==> src/rtl/arb_smux.sv <==
// Packet-locked N:1 stream arbiter/mux with a one-deep registered output stage.
// MODE 0 rotates priority after each packet; MODE 1 always favours the lowest index.
module arb_smux #(
    parameter int WIDTH = 8,
    parameter int N     = 4,
    parameter int MODE  = 0,
    localparam int CW   = (N > 1) ? $clog2(N) : 1
) (
    input  logic                 clk,
    input  logic                 rst_n,
    input  logic [N*WIDTH-1:0]   in_data,
    input  logic [N-1:0]         in_valid,
    input  logic [N-1:0]         in_last,
    output logic [N-1:0]         in_ready,
    output logic [WIDTH-1:0]     out_data,
    output logic                 out_last,
    output logic [CW-1:0]        out_ch,
    output logic                 out_valid,
    input  logic                 out_ready
);

    typedef enum logic {
        IDLE = 1'b0,
        BUSY = 1'b1
    } state_t;

    state_t            state_q;
    logic [CW-1:0]     g_q;
    logic [CW-1:0]     last_g_q;
    logic [WIDTH-1:0]  out_data_q;
    logic              out_last_q;
    logic [CW-1:0]     out_ch_q;
    logic              out_valid_q;

    logic [CW-1:0]     winner_d;
    logic              win_found_d;
    logic [CW:0]       base_d;
    logic [CW:0]       pick_d;
    logic [N-1:0]      rot_d;
    logic              can_acc;
    logic              xfer;
    logic [WIDTH-1:0]  ch_data [N];

    assign can_acc = !out_valid_q || out_ready;

    // in_ready is forced low while rst_n is asserted so nothing is consumed by a dying packet.
    generate
        for (genvar gi = 0; gi < N; gi++) begin : g_ch
            assign ch_data[gi]  = in_data[gi*WIDTH +: WIDTH];
            assign in_ready[gi] = rst_n && (state_q == BUSY) && (g_q == CW'(gi)) && can_acc;
        end
    endgenerate

    assign xfer = in_valid[g_q] && in_ready[g_q];

    // Round-robin: rotate the doubled request vector so bit 0 is channel last_g+1.
    always_comb begin
        winner_d    = '0;
        win_found_d = 1'b0;
        pick_d      = '0;
        base_d      = {1'b0, last_g_q} + (CW+1)'(1);
        rot_d       = N'({in_valid, in_valid} >> base_d);
        if (MODE == 1) begin
            for (int j = 0; j < N; j++) begin
                if (!win_found_d && in_valid[j]) begin
                    win_found_d = 1'b1;
                    winner_d    = CW'(j);
                end
            end
        end else begin
            for (int j = 0; j < N; j++) begin
                if (!win_found_d && rot_d[j]) begin
                    win_found_d = 1'b1;
                    pick_d      = base_d + (CW+1)'(j);
                end
            end
            if (pick_d >= (CW+1)'(N)) begin
                pick_d = pick_d - (CW+1)'(N);
            end
            winner_d = pick_d[CW-1:0];
        end
    end

    always_ff @(posedge clk) begin
        if (!rst_n) begin
            state_q     <= IDLE;
            g_q         <= '0;
            last_g_q    <= CW'(N - 1);
            out_data_q  <= '0;
            out_last_q  <= 1'b0;
            out_ch_q    <= '0;
            out_valid_q <= 1'b0;
        end else begin
            if (out_valid_q && out_ready && !xfer) begin
                out_valid_q <= 1'b0;
            end
            case (state_q)
                IDLE: begin
                    if (win_found_d) begin
                        g_q     <= winner_d;
                        state_q <= BUSY;
                    end
                end
                BUSY: begin
                    if (xfer) begin
                        out_data_q  <= ch_data[g_q];
                        out_last_q  <= in_last[g_q];
                        out_ch_q    <= g_q;
                        out_valid_q <= 1'b1;
                        if (in_last[g_q]) begin
                            state_q  <= IDLE;
                            last_g_q <= g_q;
                        end
                    end
                end
                default: state_q <= IDLE;
            endcase
        end
    end

    assign out_data  = out_data_q;
    assign out_last  = out_last_q;
    assign out_ch    = out_ch_q;
    assign out_valid = out_valid_q;

endmodule

==> config.mk <==
export PLATFORM = sky130hd
export DESIGN_NAME = arb_smux
export DESIGN_NICKNAME = d
export VERILOG_FILES = /design/src/rtl/arb_smux.sv
export SDC_FILE = /design/constraint.sdc
export NUM_CORES = 1
export LEC_CHECK = 0
export ABC_AREA = 1
export BUFFER_PORTS_ARGS = -buffer_cell sky130_fd_sc_hd__buf_4
export CORE_UTILIZATION = 41
export DETAILED_ROUTE_END_ITERATION = 10
export GPL_ROUTABILITY_DRIVEN = 0
export PLACE_DENSITY = 0.76
export SYNTH_ARGS = -nofsm -noshare
export SYNTH_HDL_FRONTEND = slang
export SYNTH_SLANG_ARGS = --single-unit
==> constraint.sdc <==
create_clock -name clk -period 1.2 [get_ports clk]
set_clock_uncertainty 0.15 [all_clocks]
set_input_delay 0.24 -clock clk [delete_from_list [all_inputs] [get_ports clk]]
set_output_delay 0.24 -clock clk [all_outputs]
set_load 0.005 [all_outputs]
==> results of run 1 <==
layout make-up:
type / instances / share of cell area [%]
Clock buffer: 3 / 1.04
Sequential cell: 17 / 16.5
Multi-Input combinational cell: 133 / 41.8
Clock inverter: 1 / 0.231
Timing Repair Buffer: 91 / 35.2
Tap cell: 31 / 1.79
Inverter: 15 / 3.41
worst max-delay path by stage:
stage	from	to
CTS	out_valid$_SDFF_PN0_	in_ready[2]
finish	out_valid$_SDFF_PN0_	in_ready[2]
global placement	g_q[0]$_SDFFE_PN0P_	out_data[7]$_SDFFE_PN0P_
detailed placement	g_q[0]$_SDFFE_PN0P_	out_data[7]$_SDFFE_PN0P_
floorplan	last_g_q[0]$_SDFFE_PN1P_	g_q[0]$_SDFFE_PN0P_
global route	out_valid$_SDFF_PN0_	out_ch[1]$_SDFFE_PN0P_
worst reg2reg max path: stages, from the launching register on:
cell	delay [ps]
dfxtp_2	340
inv_2	40
nor2_2	30
inv_2	60
nand3_4	90
buf_4	140
buf_4	130
a21oi_4	160
buf_6	160
buf_12	120
o21ai_1	80
a21oi_2	120
metal layers:
| metal | GRT usage [%] | part of all wire [%] | routed length [µm] |
|---|---|---|---|
| met2 | 39.1 | 49 | 1840 |
| met1 | 30.7 | 47 | 1760 |
| met4 | 7.32 | 0.82 | 31 |
| met5 | 0 | 0 | 0 |
| met3 | 1.86 | 3.6 | 137 |
report_power, final:
group	internal [mW]	switching, mW
Clock	0.124	0.201
Sequential	0.618	0.0583
Combinational	0.509	0.498
Total	1.25	0.757
metrics by stage:
stage / area [µm²] / utilization (%) / setup TNS, ps / setup WS (ps)
final: 2160 / 78.4 / -8420 / -476
after global routing: 2160 / 78.4 / -9880 / -549
after CTS: 2010 / 72.9 / -6620 / -468
after detailed placement: 1820 / 65.8 / -6750 / -423
after global placement: 1820 / 65.8 / -6000 / -376
after floorplan: 1240 / - / -2160 / -146
cells in the mapped netlist (all sizes together):
cell | count | area (µm²)
inv | 15 | 66.3
o22ai | 1 | 6.26
dfxtp | 17 | 340
o21ai | 10 | 50.1
buf | 10 | 71.3
nor2 | 11 | 51.3
nand3 | 12 | 70.1
o211ai | 2 | 15.0
a221oi | 8 | 70.1
nand4 | 3 | 18.8
xnor2 | 1 | 8.76
nor3 | 3 | 15.0
nand2 | 59 | 246
a21oi | 23 | 164
sequential cells by signal, summed over array words and instances, names as in the netlist:
name	flops
g_q	2
state_q	1
out_last	1
out_valid	1
out_data	8
last_g_q	2
out_ch	2
placed cells by master (no fill, tap or decap), types with 3 or more instances in the layout:
cell      synthesis  layout
a21oi_1          12      11
o21ai_1          10       4
o21ai_2           0       6
clkbuf_4          0       3
dfxtp_1          17       8
buf_4             1      83
nor3_4            0       3
nor2_2            1       5
a221oi_1          8       8
a21oi_2          10      11
nand2_4           0       8
nand2_2          10      11
nand2_1          49      39
nand4_1           3       3
nand3_1          10       5
nor2_1            9       5
dfxtp_2           0       7
nand3_2           2       5
buf_6             3       4
inv_2             3       4
inv_1            10       7
kinds of logic after synthesis:
| logic type | synth area share, % |
|---|---|
| compound gates | 25.6 |
| xor+xnor | 0.734 |
| buf+inv | 11.5 |
| flops | 28.5 |
| simple gates | 33.6 |
what timing repair did:
item / CTS / global route
buffers inserted: 7 / 2
setup endpoints to repair: 21 / 22
pin swaps: 2 / 5
gates cloned: 1 / 1
resized for setup: 24 / 34
endpoints found under the hold margin: 0 / 0
==> impl_metrics.py, run 1 <==
metrics = {
    "final_layout": {
        "nets": 304,
        "layout.cells.non_filler": 291,
        "fillers": 177,
        "drive_gt1_share_pct": 63.8,
        "ff_latch_area_um2": 357,
        "multiInputGateArea_um2": 905,
        "areaGrowthSynthToFinish_pct": 81.1,
        "antenna_cells": 0,
    },
    "pwr": {
        "ir_drop_mv": 0.753,
        "p_leak_nw": 1.04,
        "p_per_area_mw_per_mm2": 929,
        "power_mw": 2.01,
    },
    "die": {
        "initial_core_util_pct": 43.3,
        "die_area_mm2": 0.00313,
        "die_w_um": 56.0,
        "io_pins": 59,
        "dieHeight_um": 56.0,
        "row_count": 19,
        "coreArea_mm2": 0.00276,
    },
    "sta": {
        "fmaxAchievable_mhz": 597,
        "finalSetupViolCount": 21,
        "finalHoldViolCount": 0,
        "fin_crit_sh_pct": 140,
        "fin_ws_ps": -476,
        "drv_slew": 0,
        "fin_hold_ws_ps": 57.1,
        "max_slew_margin_pct": 75.8,
        "rsz0062_at_grt": "yes",
        "max_slew.worst_pin.slew_ps": 364,
        "finalCriticalPeriod_ps": 1680,
    },
    "placed_design": {
        "dpl.hpwl_um": 2540,
        "dp.cells": 276,
        "port_buffers": 58,
    },
    "clock_network": {
        "cts_tree": "yes",
        "h-tree-depth": 1,
        "clkTransAtPathRegs_ps": 110,
        "hold_buffers": 0,
        "clk_latency_ps": 300,
        "clockBufferDepth": 2,
        "cts_sinks": 17,
        "clockRootBuffer": "clkbuf_4",
        "cts_buffers": 3,
    },
    "critical_path": {
        "crit_chain": "inv_2 > nor2_2 > inv_2 > nand3_4 > buf_6 > nor3_4 > buf_4",
        "crit_path_frequent_cell": "inv_2",
        "critPathMaxStageDelay_ps": 340,
        "cp_data_arrival_time_ps": 1290,
        "crit_cells": 7,
        "critPathMaxFanout": 3,
        "r2r_end": "out_data[3]$_SDFFE_PN0P_",
        "worst-path-buf-inv": 4,
        "regToRegStartpoint": "out_valid$_SDFF_PN0_",
        "worstSetupStartpointType": "flop",
        "crit_required_ps": 810,
        "critPathCaptureType": "primary output",
        "regToRegSetupSlack_ps": -470,
        "critical-path-slowest-cell": "dfxtp_2",
        "path_delay_family": "buffers and inverters",
        "path_class": "flop to primary output",
        "worstRegToRegCells": 11,
    },
    "logic_synthesis": {
        "yosysWarningCount": 0,
        "ys_seq_area_share_pct": 28.5,
        "synthDistinctLibCells": 24,
        "syn_avg_cell_area_um2": 6.82,
        "syn_inst": 175,
        "yosys_register_bits": 17,
        "syn_area_mm2": 0.00119,
        "synth_nets": 218,
    },
    "route": {
        "drc": 0,
        "drt_iter0_drc": 51,
        "drt_wl_total_um": 3770,
        "wire_per_inst_um": 13.0,
        "viasPerCell": 5.17,
        "drtAntennaViolNets": 0,
        "drtPass1Iterations": 4,
        "vias": 1504,
    },
    "min_path": {
        "min_from": "out_ready",
        "min_to": "out_valid$_SDFF_PN0_",
        "hold_depth": 4,
        "hold_class": "input pin to flop",
    },
    "outcome": {
        "violations": "setup timing",
        "status": "complete, but fails checks",
    },
    "global_route": {
        "grt_max_degree": 16,
        "antenna_found_initial": 0,
        "grtUsageTotal_pct": 22.9,
        "overflow": 0,
        "grt_pass1_vias": 1347,
        "grt_pass1_wl_um": 5750,
    },
    "flow_run": {
        "cap_violations": 0,
    },
}
(Power assumes the default switching activity.)
==> inputs of run 2 (changes only) <==
==> config.mk (replaced) <==
export PLATFORM = sky130hd
export DESIGN_NAME = arb_smux
export DESIGN_NICKNAME = d
export VERILOG_FILES = /design/src/rtl/arb_smux.sv
export SDC_FILE = /design/constraint.sdc
export NUM_CORES = 1
export LEC_CHECK = 0
export ABC_AREA = 0
export BUFFER_PORTS_ARGS = -buffer_cell sky130_fd_sc_hd__buf_4
export CORE_UTILIZATION = 39
export DETAILED_ROUTE_END_ITERATION = 10
export GPL_ROUTABILITY_DRIVEN = 0
export PLACE_DENSITY = 0.75
export SYNTH_ARGS = -nofsm -noshare
export SYNTH_HDL_FRONTEND = slang
export SYNTH_SLANG_ARGS = --single-unit
==> run 2 against run 1 <==
  * The flow still finishes with violations (setup timing)
  * Non-clock buffer count is 5 lower
  * Utilization is 0.93 points lower
  * Synthesized cell count is 36% lower
  * Critical path type is now flop to flop
  * Setup slack worse by 7.8 ps
  * Clock-buffer cell count stayed put
  * Final area is 10% lower
==> impl_metrics.py, run 2 <==
metrics = {
    "sta": {
        "fin_crit_sh_pct": 140,
        "finalCriticalPeriod_ps": 1680,
        "fin_hold_ws_ps": 194,
        "rsz0062_at_grt": "yes",
        "max_slew_margin_pct": 81.2,
        "fin_ws_ps": -484,
        "fmaxAchievable_mhz": 594,
        "finalSetupViolCount": 22,
        "max_slew.worst_pin.slew_ps": 282,
        "drv_slew": 0,
        "finalHoldViolCount": 0,
    },
    "logic_synthesis": {
        "synthDistinctLibCells": 34,
        "syn_inst": 112,
        "synth_top_area_share_pct": 32.5,
        "post-synth-top-count-cell": "nand2_1",
        "yosysWarningCount": 0,
        "synth_nets": 155,
        "synthTopCellsByCount": "25 x nand2_1, 17 x dfxtp_1, 15 x o21ai_0, 6 x mux4_1",
        "async_reset_ff_share_pct": 0,
        "synth_edf_count": 0,
        "synth-main-ff-cell": "dfxtp_1",
        "syn_avg_cell_area_um2": 9.34,
        "synth_top_cell_by_area": "dfxtp_1",
        "synthTopCellsByArea": "dfxtp_1 33%, mux4_1 15%, nand2_1 9.0%, o21ai_0 7.2%, mux4_2 6.5%",
        "yosys_register_bits": 17,
        "ys_seq_area_share_pct": 32.5,
        "syn_area_mm2": 0.00105,
    },
    "critical_path": {
        "worstSetupStartpointType": "flop",
        "critPathMaxStageDelay_ps": 440,
        "critPathCaptureType": "flop",
        "path_delay_family": "compound AO/OA/AOI/OAI gates",
        "crit_chain": "nand3_2 > a2111o_1 > and2_4 > mux2_4",
        "critPathMaxFanout": 7,
        "path_class": "flop to flop",
        "cp_data_arrival_time_ps": 1730,
        "worst-path-buf-inv": 0,
        "critical-path-slowest-cell": "a2111o_1",
        "crit_required_ps": 1250,
    },
    "clock_network": {
        "clockBufferDepth": 2,
        "cts_buffers": 3,
        "h-tree-depth": 1,
        "clkTransAtPathRegs_ps": 110,
        "clockRootBuffer": "clkbuf_4",
        "clk_latency_ps": 290,
        "cts_tree": "yes",
        "cts_sinks": 17,
        "hold_buffers": 0,
    },
    "final_layout": {
        "final_cell_mix": "76 x buf_4, 16 x nand2_1, 11 x o21ai_1",
        "areaGrowthSynthToFinish_pct": 85.2,
        "largest_reg_flops": 8,
        "fin_util_pct": 77.5,
        "fillers": 170,
        "nets": 241,
        "drive_gt1_share_pct": 68.0,
        "finalInstanceArea_mm2": 0.00194,
        "ff_latch_area_um2": 358,
        "multiInputGateArea_um2": 792,
        "layout_commonest_cell": "buf_4",
        "antenna_cells": 0,
    },
    "die": {
        "die_w_um": 53.8,
        "row_count": 18,
        "io_pins": 59,
        "initial_core_util_pct": 41.8,
        "die_area_mm2": 0.00289,
        "coreArea_mm2": 0.00250,
        "dieHeight_um": 53.8,
    },
    "global_route": {
        "antenna_found_initial": 0,
        "grtUsageTotal_pct": 23.6,
        "grt_pass1_vias": 1126,
        "overflow": 0,
        "grt_max_degree": 14,
        "grt_pass1_wl_um": 4930,
    },
    "route": {
        "drt_iter0_drc": 42,
        "vias": 1270,
        "drc": 0,
        "viasPerCell": 5.59,
        "drt_wl_total_um": 3690,
        "drtPass1Iterations": 4,
        "wire_per_inst_um": 16.2,
        "drtAntennaViolNets": 0,
    },
    "outcome": {
        "status": "complete, but fails checks",
        "violations": "setup timing",
    },
    "pwr": {
        "p_per_area_mw_per_mm2": 1020,
        "ir_drop_mv": 0.835,
        "p_leak_nw": 0.878,
    },
    "placed_design": {
        "dpl.hpwl_um": 2300,
        "dpl_cell_area_mm2": 0.00164,
        "port_buffers": 58,
    },
    "min_path": {
        "hold_class": "input pin to flop",
    },
    "flow_run": {
        "cap_violations": 0,
    },
}
[run 2: final cells by class]
class | instances | area share (%)
inverter | 2 | 0.388
sequential | 17 | 18.5
clock buffer | 3 | 1.16
timing repair buffer | 86 | 36.9
multi-input combinational | 88 | 40.9
clock inverter | 1 | 0.258
tap | 30 | 1.94
[run 2: worst paths after layout]
kind / startpoint / endpoint / slack (ps) / cells past startpoint
worst max-delay path: g_q[0]$_SDFFE_PN0P_ / last_g_q[0]$_SDFFE_PN1P_ / -480 / 4
worst min-delay path: rst_n / out_valid$_SDFF_PN0_ / 190 / 3
worst max register to register: g_q[0]$_SDFFE_PN0P_ / last_g_q[0]$_SDFFE_PN1P_ / -480 / 4
worst min register to register: out_data[5]$_SDFFE_PN0P_ / out_data[5]$_SDFFE_PN0P_ / 310 / 2
[run 2: timing repair]
item                                    in CTS  in global routing
gates cloned                                 3                  1
gates resized for setup                     37                 24
endpoints found under the setup margin      22                 25
setup buffers                                5                  6
pin swaps                                    8                 10
[run 2: kinds of logic after synthesis]
kind of cell	synth area share, %
flip-flops	32.5
multiplexers	23.0
AND/OR/NAND/NOR	23.3
buffers and inverters	4.66
AO/OA/AOI/OAI	16.5
[run 2: worst min-delay path: stages]
cell and delay [ps]:
buf_4 110, buf_4 140, o21a_1 120
[run 2: through the flow]
stage | TNS, ps | power [mW] | std cells | worst slack [ps]
3_3_place_gp | -5970 | 1.36 | 208 | -395
4_1_cts | -6890 | 1.84 | 220 | -414
3_5_place_dp | -6640 | 1.38 | 208 | -477
2_1_floorplan | -5390 | 1.10 | 112 | -448
5_1_grt | -8260 | 2.07 | 227 | -526
6_report | -7410 | 1.97 | 227 | -484
[run 2: layer usage]
layer | wire (µm) | vias to the layer above | global-route usage (%)
met2 | 1990 | 47 | 45.1
li1 | - | 590 | -
met5 | 0 | - | 0
met3 | 226 | 6 | 5.93
met1 | 1410 | 627 | 26.9
met4 | 57 | 0 | 1.75
[run 2: where the power goes]
group	switching, mW	internal [mW]	total, mW
logic	0.354	0.578	0.932
registers	0.0729	0.649	0.722
clock network	0.195	0.124	0.319
